[config.mk]
export PLATFORM = sky130hd
export DESIGN_NAME = fpmul_stream
export DESIGN_NICKNAME = d
export VERILOG_FILES = /design/src/rtl/fpmul_stream_pkg.sv /design/src/rtl/FPmul.sv /design/src/rtl/fpmul_stream_fifo.sv /design/src/rtl/fpmul_stream.sv
export SDC_FILE = /design/constraint.sdc
export NUM_CORES = 2
export LEC_CHECK = 0
export ABC_AREA = 0
export CAP_MARGIN = 20
export CORE_MARGIN = 10
export CORE_UTILIZATION = 58
export DETAILED_ROUTE_END_ITERATION = 16
export PLACE_DENSITY_LB_ADDON = 0.08
export SLEW_MARGIN = 0
export SYNTH_ARGS = -nofsm -noshare
export SYNTH_HDL_FRONTEND = slang
export SYNTH_SLANG_ARGS = --single-unit
[constraint.sdc]
create_clock -name clk -period 10.9 [get_ports clk]
set_input_delay 2.18 -clock clk [delete_from_list [all_inputs] [get_ports clk]]
set_output_delay 2.18 -clock clk [all_outputs]
set_load 0.005 [all_outputs]
[src/rtl/fpmul_stream_pkg.sv]
// fpmul_stream_pkg
// Shared definitions for the streaming FP multiplier:
//   DEF_W / DEF_LAT / DEF_DEPTH / DEF_TAGW : default parameter values
//   result_t : one output-buffer entry, product plus the tag of its operation
package fpmul_stream_pkg;

    localparam int DEF_W     = 32;
    localparam int DEF_LAT   = 4;
    localparam int DEF_DEPTH = 8;
    localparam int DEF_TAGW  = 4;

    typedef struct packed {
        logic [DEF_W-1:0]    z;
        logic [DEF_TAGW-1:0] tag;
    } result_t;

endpackage

[src/rtl/FPmul.sv]
// FPmul
// Single-precision IEEE-754 multiplier core, fixed latency, no stall.
// Operands are sampled on every rising edge; the product of the pair sampled
// at edge k is presented on FP_Z after edge k+LAT-1, so a consumer that
// tracks validity separately captures it on edge k+LAT.
// Rounding is round-to-nearest-even; subnormal inputs and results flush to
// signed zero, overflow gives signed infinity, invalid cases give a quiet NaN.
// Ports:
//   clk  : clock
//   FP_A : operand A (32 bits)
//   FP_B : operand B (32 bits)
//   FP_Z : product  (32 bits)
module FPmul #(
    parameter int LAT = 4
) (
    input  logic        clk,
    input  logic [31:0] FP_A,
    input  logic [31:0] FP_B,
    output logic [31:0] FP_Z
);

    logic [31:0]       a_q;
    logic [31:0]       b_q;
    logic              sign;
    logic [7:0]        ea;
    logic [7:0]        eb;
    logic [47:0]       prod;
    logic [22:0]       frac;
    logic              guard;
    logic              sticky;
    logic [23:0]       frac_r;
    logic signed [9:0] exp_s;
    logic              a_zero, b_zero, a_inf, b_inf, a_nan, b_nan;
    logic [31:0]       z_comb;

    // Operand capture: this is the "sample" edge of the core latency.
    always_ff @(posedge clk) begin
        a_q <= FP_A;
        b_q <= FP_B;
    end

    // Whole multiply in one combinational step; the remaining latency is a
    // plain delay line, which keeps timing retiming-friendly.
    always_comb begin
        sign   = a_q[31] ^ b_q[31];
        ea     = a_q[30:23];
        eb     = b_q[30:23];
        a_zero = (ea == 8'd0);
        b_zero = (eb == 8'd0);
        a_inf  = (ea == 8'hFF) && (a_q[22:0] == 23'd0);
        b_inf  = (eb == 8'hFF) && (b_q[22:0] == 23'd0);
        a_nan  = (ea == 8'hFF) && (a_q[22:0] != 23'd0);
        b_nan  = (eb == 8'hFF) && (b_q[22:0] != 23'd0);
        prod   = {24'd0, 1'b1, a_q[22:0]} * {24'd0, 1'b1, b_q[22:0]};
        // Product of two [1,2) mantissas lies in [1,4); bit 47 selects the
        // normalisation shift.
        if (prod[47]) begin
            frac   = prod[46:24];
            guard  = prod[23];
            sticky = |prod[22:0];
        end else begin
            frac   = prod[45:23];
            guard  = prod[22];
            sticky = |prod[21:0];
        end
        exp_s  = $signed({2'b00, ea}) + $signed({2'b00, eb}) - 10'sd127
               + $signed({9'd0, prod[47]});
        frac_r = {1'b0, frac} + {23'd0, guard & (sticky | frac[0])};
        // Rounding carry out of the mantissa leaves frac_r[22:0] at zero,
        // so only the exponent needs bumping.
        if (frac_r[23]) begin
            exp_s = exp_s + 10'sd1;
        end
        if (a_nan || b_nan || (a_inf && b_zero) || (b_inf && a_zero)) begin
            z_comb = 32'h7FC0_0000;
        end else if (a_inf || b_inf) begin
            z_comb = {sign, 8'hFF, 23'd0};
        end else if (a_zero || b_zero) begin
            z_comb = {sign, 31'd0};
        end else if (exp_s >= 10'sd255) begin
            z_comb = {sign, 8'hFF, 23'd0};
        end else if (exp_s <= 10'sd0) begin
            z_comb = {sign, 31'd0};
        end else begin
            z_comb = {sign, exp_s[7:0], frac_r[22:0]};
        end
    end

    generate
        if (LAT == 1) begin : g_direct
            assign FP_Z = z_comb;
        end else begin : g_delay
            logic [31:0] z_pipe [LAT-1];
            always_ff @(posedge clk) begin
                z_pipe[0] <= z_comb;
                for (int i = 1; i < LAT - 1; i++) begin
                    z_pipe[i] <= z_pipe[i-1];
                end
            end
            assign FP_Z = z_pipe[LAT-2];
        end
    endgenerate

endmodule

[src/rtl/fpmul_stream_fifo.sv]
// fpmul_stream_fifo
// First-word-fall-through result buffer. rd_data always shows the head entry,
// so it stays put while the consumer stalls. Pointers wrap modulo DEPTH, which
// need not be a power of two.
// Ports:
//   clk, rst : clock, synchronous active-high reset (empties the buffer)
//   wr_en    : push wr_data this edge
//   wr_data  : entry to push
//   rd_en    : pop the head entry this edge
//   rd_data  : head entry (meaningless while empty)
//   empty    : no entries held
module fpmul_stream_fifo
    import fpmul_stream_pkg::*;
#(
    parameter int  DEPTH   = DEF_DEPTH,
    parameter type entry_t = result_t
) (
    input  logic   clk,
    input  logic   rst,
    input  logic   wr_en,
    input  entry_t wr_data,
    input  logic   rd_en,
    output entry_t rd_data,
    output logic   empty
);

    localparam int PW = $clog2(DEPTH);
    localparam int CW = $clog2(DEPTH + 1);

    entry_t          mem [DEPTH];
    logic [PW-1:0]   wr_ptr;
    logic [PW-1:0]   rd_ptr;
    logic [CW-1:0]   count;
    logic            full;

    function automatic logic [PW-1:0] next_ptr(input logic [PW-1:0] p);
        return (p == PW'(DEPTH - 1)) ? '0 : p + PW'(1);
    endfunction

    // Pointer and occupancy bookkeeping.
    always_ff @(posedge clk) begin
        if (rst) begin
            wr_ptr <= '0;
            rd_ptr <= '0;
            count  <= '0;
        end else begin
            if (wr_en) begin
                wr_ptr <= next_ptr(wr_ptr);
            end
            if (rd_en) begin
                rd_ptr <= next_ptr(rd_ptr);
            end
            unique case ({wr_en, rd_en})
                2'b10:   count <= count + CW'(1);
                2'b01:   count <= count - CW'(1);
                default: ;
            endcase
        end
    end

    // Storage needs no reset: only entries behind the pointers are ever read.
    always_ff @(posedge clk) begin
        if (wr_en) begin
            mem[wr_ptr] <= wr_data;
        end
    end

    assign rd_data = mem[rd_ptr];
    assign empty   = (count == '0);
    assign full    = (count == CW'(DEPTH));

    // The upstream credit counter never lets the pipeline hold more results
    // than there is free space, so these can only fire on a design bug.
    a_no_overflow:  assert property (@(posedge clk) disable iff (rst) !(wr_en && full));
    a_no_underflow: assert property (@(posedge clk) disable iff (rst) !(rd_en && empty));

endmodule

[src/rtl/fpmul_stream.sv]
// fpmul_stream
// Valid/ready streaming wrapper around the no-stall FPmul core. A credit count
// (inflight) covers results both in the core and in the output buffer, so an
// operation is accepted only when a buffer slot is guaranteed for its result.
// Ports:
//   clk, rst             : clock, synchronous active-high reset
//   in_valid / in_ready  : operand handshake
//   in_a, in_b, in_tag   : operands and user tag
//   out_valid / out_ready: result handshake
//   out_z, out_tag       : product and tag of the head result
//   inflight             : operations accepted but not yet transferred
module fpmul_stream
    import fpmul_stream_pkg::*;
#(
    parameter int W     = DEF_W,
    parameter int LAT   = DEF_LAT,
    parameter int DEPTH = DEF_DEPTH,
    parameter int TAGW  = DEF_TAGW
) (
    input  logic                       clk,
    input  logic                       rst,
    input  logic                       in_valid,
    output logic                       in_ready,
    input  logic [W-1:0]               in_a,
    input  logic [W-1:0]               in_b,
    input  logic [TAGW-1:0]            in_tag,
    output logic                       out_valid,
    input  logic                       out_ready,
    output logic [W-1:0]               out_z,
    output logic [TAGW-1:0]            out_tag,
    output logic [$clog2(DEPTH+1)-1:0] inflight
);

    localparam int             IW        = $clog2(DEPTH + 1);
    localparam logic [IW-1:0]  DEPTH_CNT = IW'(DEPTH);

    generate
        if (W != 32) begin : g_w_check
            $error("fpmul_stream: W must be 32 for the single-precision core");
        end
        if (TAGW != DEF_TAGW) begin : g_tagw_check
            $error("fpmul_stream: TAGW must match the package result_t");
        end
        if (DEPTH < LAT + 1) begin : g_depth_check
            $error("fpmul_stream: DEPTH must be at least LAT+1");
        end
    endgenerate

    logic [IW-1:0]   count;
    logic [LAT-1:0]  valid_sr;
    logic [TAGW-1:0] tag_sr [LAT];
    logic [W-1:0]    core_z;
    logic            accept;
    logic            xfer;
    logic            buf_empty;
    result_t         wr_data;
    result_t         rd_data;

    assign in_ready  = (count < DEPTH_CNT) && !rst;
    assign out_valid = !buf_empty && !rst;
    assign accept    = in_valid && in_ready;
    assign xfer      = out_valid && out_ready;
    assign inflight  = rst ? '0 : count;

    // Credit count plus the valid shift register that marks which core
    // outputs belong to accepted operations.
    always_ff @(posedge clk) begin
        if (rst) begin
            count    <= '0;
            valid_sr <= '0;
        end else begin
            valid_sr <= (valid_sr << 1) | LAT'(accept);
            unique case ({accept, xfer})
                2'b10:   count <= count + IW'(1);
                2'b01:   count <= count - IW'(1);
                default: ;
            endcase
        end
    end

    // Tags travel beside the core; entries not marked valid are ignored,
    // so this line needs no reset.
    always_ff @(posedge clk) begin
        tag_sr[0] <= in_tag;
        for (int i = 1; i < LAT; i++) begin
            tag_sr[i] <= tag_sr[i-1];
        end
    end

    FPmul #(
        .LAT (LAT)
    ) u_core (
        .clk  (clk),
        .FP_A (in_a),
        .FP_B (in_b),
        .FP_Z (core_z)
    );

    assign wr_data = '{z: core_z, tag: tag_sr[LAT-1]};

    fpmul_stream_fifo #(
        .DEPTH   (DEPTH),
        .entry_t (result_t)
    ) u_buf (
        .clk     (clk),
        .rst     (rst),
        .wr_en   (valid_sr[LAT-1]),
        .wr_data (wr_data),
        .rd_en   (xfer),
        .rd_data (rd_data),
        .empty   (buf_empty)
    );

    assign out_z   = rd_data.z;
    assign out_tag = rd_data.tag;

endmodule

==> flow_summary.yaml <==
grt:
  use_met3_pct: 4.23
  grt_pass1_wl_um: 147000
  gr-total-overflow: 0
  grt_usage_pct: 25.5
  antenna_found_initial: 0
  grt_pass1_vias: 26200
  use_met2_pct: 44.0
  use_met1_pct: 32.3
  grt_start_max_net_pins: 73
  grt-busiest-layer: "met2"
cells_and_area:
  antenna_cells: 0
  syn2layout_area_growth_pct: 11.2
  fin_util_pct: 65.1
  multiInputGateArea_um2: 21600
  final_nets: 4174
  layout_common_cells: "inv_1 (585), fa_1 (485), nand2_1 (372)"
  drive_above_1_share_pct: 9.24
  layout.area.seq_um2: 12600
  final_common_cell: "inv_1"
  finalNonFillerCells: 4309
  fillCellCount: 4932
sta:
  worst_slew_pin_slew_ns: 1.10
  rsz0062_at_grt: "no"
  finClkSkew_ns: 0.0467
  fmax_ghz: 0.0969
  setup_viol: 0
  fin_crit_sh_pct: 94.7
  relSlewSlack_pct: 26.9
  hold_viol: 0
  finalMaxSlewViolations: 0
  min_period_ns: 10.32
  hold-worst-slack_ns: 0.304
  tns_ns: 0
clock_network:
  numClockSinks: 485
  ctsResizeCount: 0
  htree_num_levels: 2
  clk_path_buf_depth: 3
  clk_latency_ns: 0.62
  clk_pin_slew_ns: 0.07
  cts_made_buffers: 50
  cts_setup_buffers: 0
  cts_tree: "built"
  root_buffer: "clkbuf_16"
  ctsHoldBuffers: 0
die:
  core-area_um2: 63000
  chipWidth_um: 272
  die_y_um: 272
  start_util_pct: 58.6
  die_area_um2: 74100
  num_rows: 92
  io_pins: 114
run_status:
  outcome: "completed"
synth:
  synth_edf_count: 288
  yosysSeqAreaShare_pct: 34.1
  mappedNetlistNets: 4072
  synth.distinct_cells: 82
  ys_top_cells_by_area: "fa_1 (26%), edfxtp_1 (23%), dfxtp_1 (11%)"
  synth_ff_type: "edfxtp_1"
  async_flop_share_pct: 0
  netlist_area_um2: 36900
  synth_cells: 3320
  avgSynthCellArea_um2: 11.1
  yosys_warnings: 0
  yosysTopAreaCell: "fa_1"
  ys_ff_latch: 485
  synth_top_cell_area_share_pct: 26.3
worst_setup_path:
  crit_required_ns: 11.33
  r2r-start: "u_core.a_q[15]$_DFF_P_"
  rr_worst_depth: 29
  slowest_stage: "dfxtp_1"
  crit_path_frequent_cell: "fa_1"
  startpoint_type: "register"
  reg2reg_slack_ns: 0.58
  worstPathMaxFanout: 40
  crit_type: "register to register"
  max_stage_delay_ns: 0.75
  worst_ep_arrival_time_ns: 10.75
  timing.rr.end: "u_core.g_delay.z_pipe[0][9]$_SDFF_PP0_"
  critical_path.endpoint_type: "register"
flow_run:
  cap_violations: 0
detailed_routing:
  wl_um: 92300
  dr.first_iter.drc_count: 1674
  viasPerCell: 5.61
  vias: 24200
  first_pass_iters: 5
  antenna_left: 0
  wl_per_cell_um: 21.4
  drc_errors: 0
placed_design:
  gp_congestion: 0.969
  io_buffers: 113
  dp_cells: 4216
  dp_hpwl_um: 69400
hold_path:
  hold_end: "u_core.g_delay.z_pipe[0][39]$_DFF_P_"
  min_path_cells: 0
  hold_path_class: "register to register"
  hold_path_startpoint: "u_core.g_delay.z_pipe[0][7]$_SDFF_PP0_"
-- metal layers --
layer	up-vias	routed length, um
li1	10900	-
met2	795	45600
met4	0	3270
met3	190	5970
met5	-	0
met1	12200	37500
-- layout make-up --
cell class / count / share of cell area [%]
flip-flops and latches: 485 / 30.7
repair buffers: 197 / 4.30
multi-input cells: 2100 / 52.6
clock inverters: 23 / 0.977
inverters: 588 / 5.38
well taps: 846 / 2.58
clock buffers: 70 / 3.41
-- through the flow --
step	cell area (um2)	setup WS (ns)
6_report	41000	0.578
2_1_floorplan	36900	0.988
3_5_place_dp	39200	0.607
3_3_place_gp	39200	0.708
4_1_cts	41000	0.521
5_1_grt	41000	0.000292
-- synthesized netlist by cell type, types with 7 or more instances --
library cell,number
nor2_1,144
o211ai_1,7
clkbuf_1,122
or3_1,8
buf_1,11
or2_2,9
a21o_1,19
o21ai_0,62
buf_2,13
mux2_2,41
nor4_1,24
xnor2_1,51
mux2i_1,18
fa_1,485
inv_1,585
a31oi_1,10
nand2_1,372
xor2_1,26
and3_1,16
dfxtp_1,197
o21a_1,12
mux4_2,72
o21bai_1,7
nand3_1,19
edfxtp_1,288
a211oi_1,14
a21oi_1,80
and2_1,227
or4_1,7
nor3_1,35
ha_1,195
nor3b_1,10
nand2b_1,8
nand4_1,32
-- state kept, by name, indices dropped and copies added (netlist names), named ones only --
name / count
u_buf.mem: 288
u_core.g_delay.z_pipe: 96
u_core.a_q: 32
u_core.b_q: 32
tag_sr: 16
count: 4
u_buf.count: 4
valid_sr: 4
u_buf.rd_ptr: 3
u_buf.wr_ptr: 3
-- critical path, delay by kind of cell, from the launching register on --
| family | cells | cell delay [ns] |
|---|---|---|
| flops | 1 | 0.75 |
| mux | 1 | 0.40 |
| fa+ha+maj | 8 | 3.89 |
| simple gates | 5 | 1.53 |
| compound gates | 8 | 2.28 |
| buf+inv | 7 | 1.23 |
-- cells by family (layout without fill, tap and decap cells) --
group	after synthesis	in the layout	share of synthesized area, %
adders and majority gates	680	680	32.9
and+or+nand+nor	935	935	12.4
DFF	485	485	34.1
muxes	131	131	6.14
AOI/OAI and AO/OA	276	276	4.99
xor gates and xnor gates	78	78	1.89
buffers and inverters	735	878	7.53
-- how the worst max path moves through the flow --
stage / startpoint / slack [ns] / end / depth (start not counted)
4_1_cts: u_core.a_q[17]$_DFF_P_ / 0.52 / u_core.g_delay.z_pipe[0][9]$_SDFF_PP0_ / 29
3_5_place_dp: u_core.a_q[17]$_DFF_P_ / 0.61 / u_core.g_delay.z_pipe[0][12]$_SDFF_PP0_ / 29
2_1_floorplan: u_core.a_q[13]$_DFF_P_ / 0.99 / u_core.g_delay.z_pipe[0][2]$_SDFF_PP0_ / 43
5_1_grt: u_core.b_q[14]$_DFF_P_ / 0.0003 / u_core.g_delay.z_pipe[0][17]$_SDFF_PP0_ / 38
3_3_place_gp: u_core.a_q[17]$_DFF_P_ / 0.71 / u_core.g_delay.z_pipe[0][12]$_SDFF_PP0_ / 29
6_report: u_core.a_q[15]$_DFF_P_ / 0.58 / u_core.g_delay.z_pipe[0][9]$_SDFF_PP0_ / 29
Power is not shown: default switching activity piles up to over one toggle a cycle in this logic, so the estimate is an artifact.
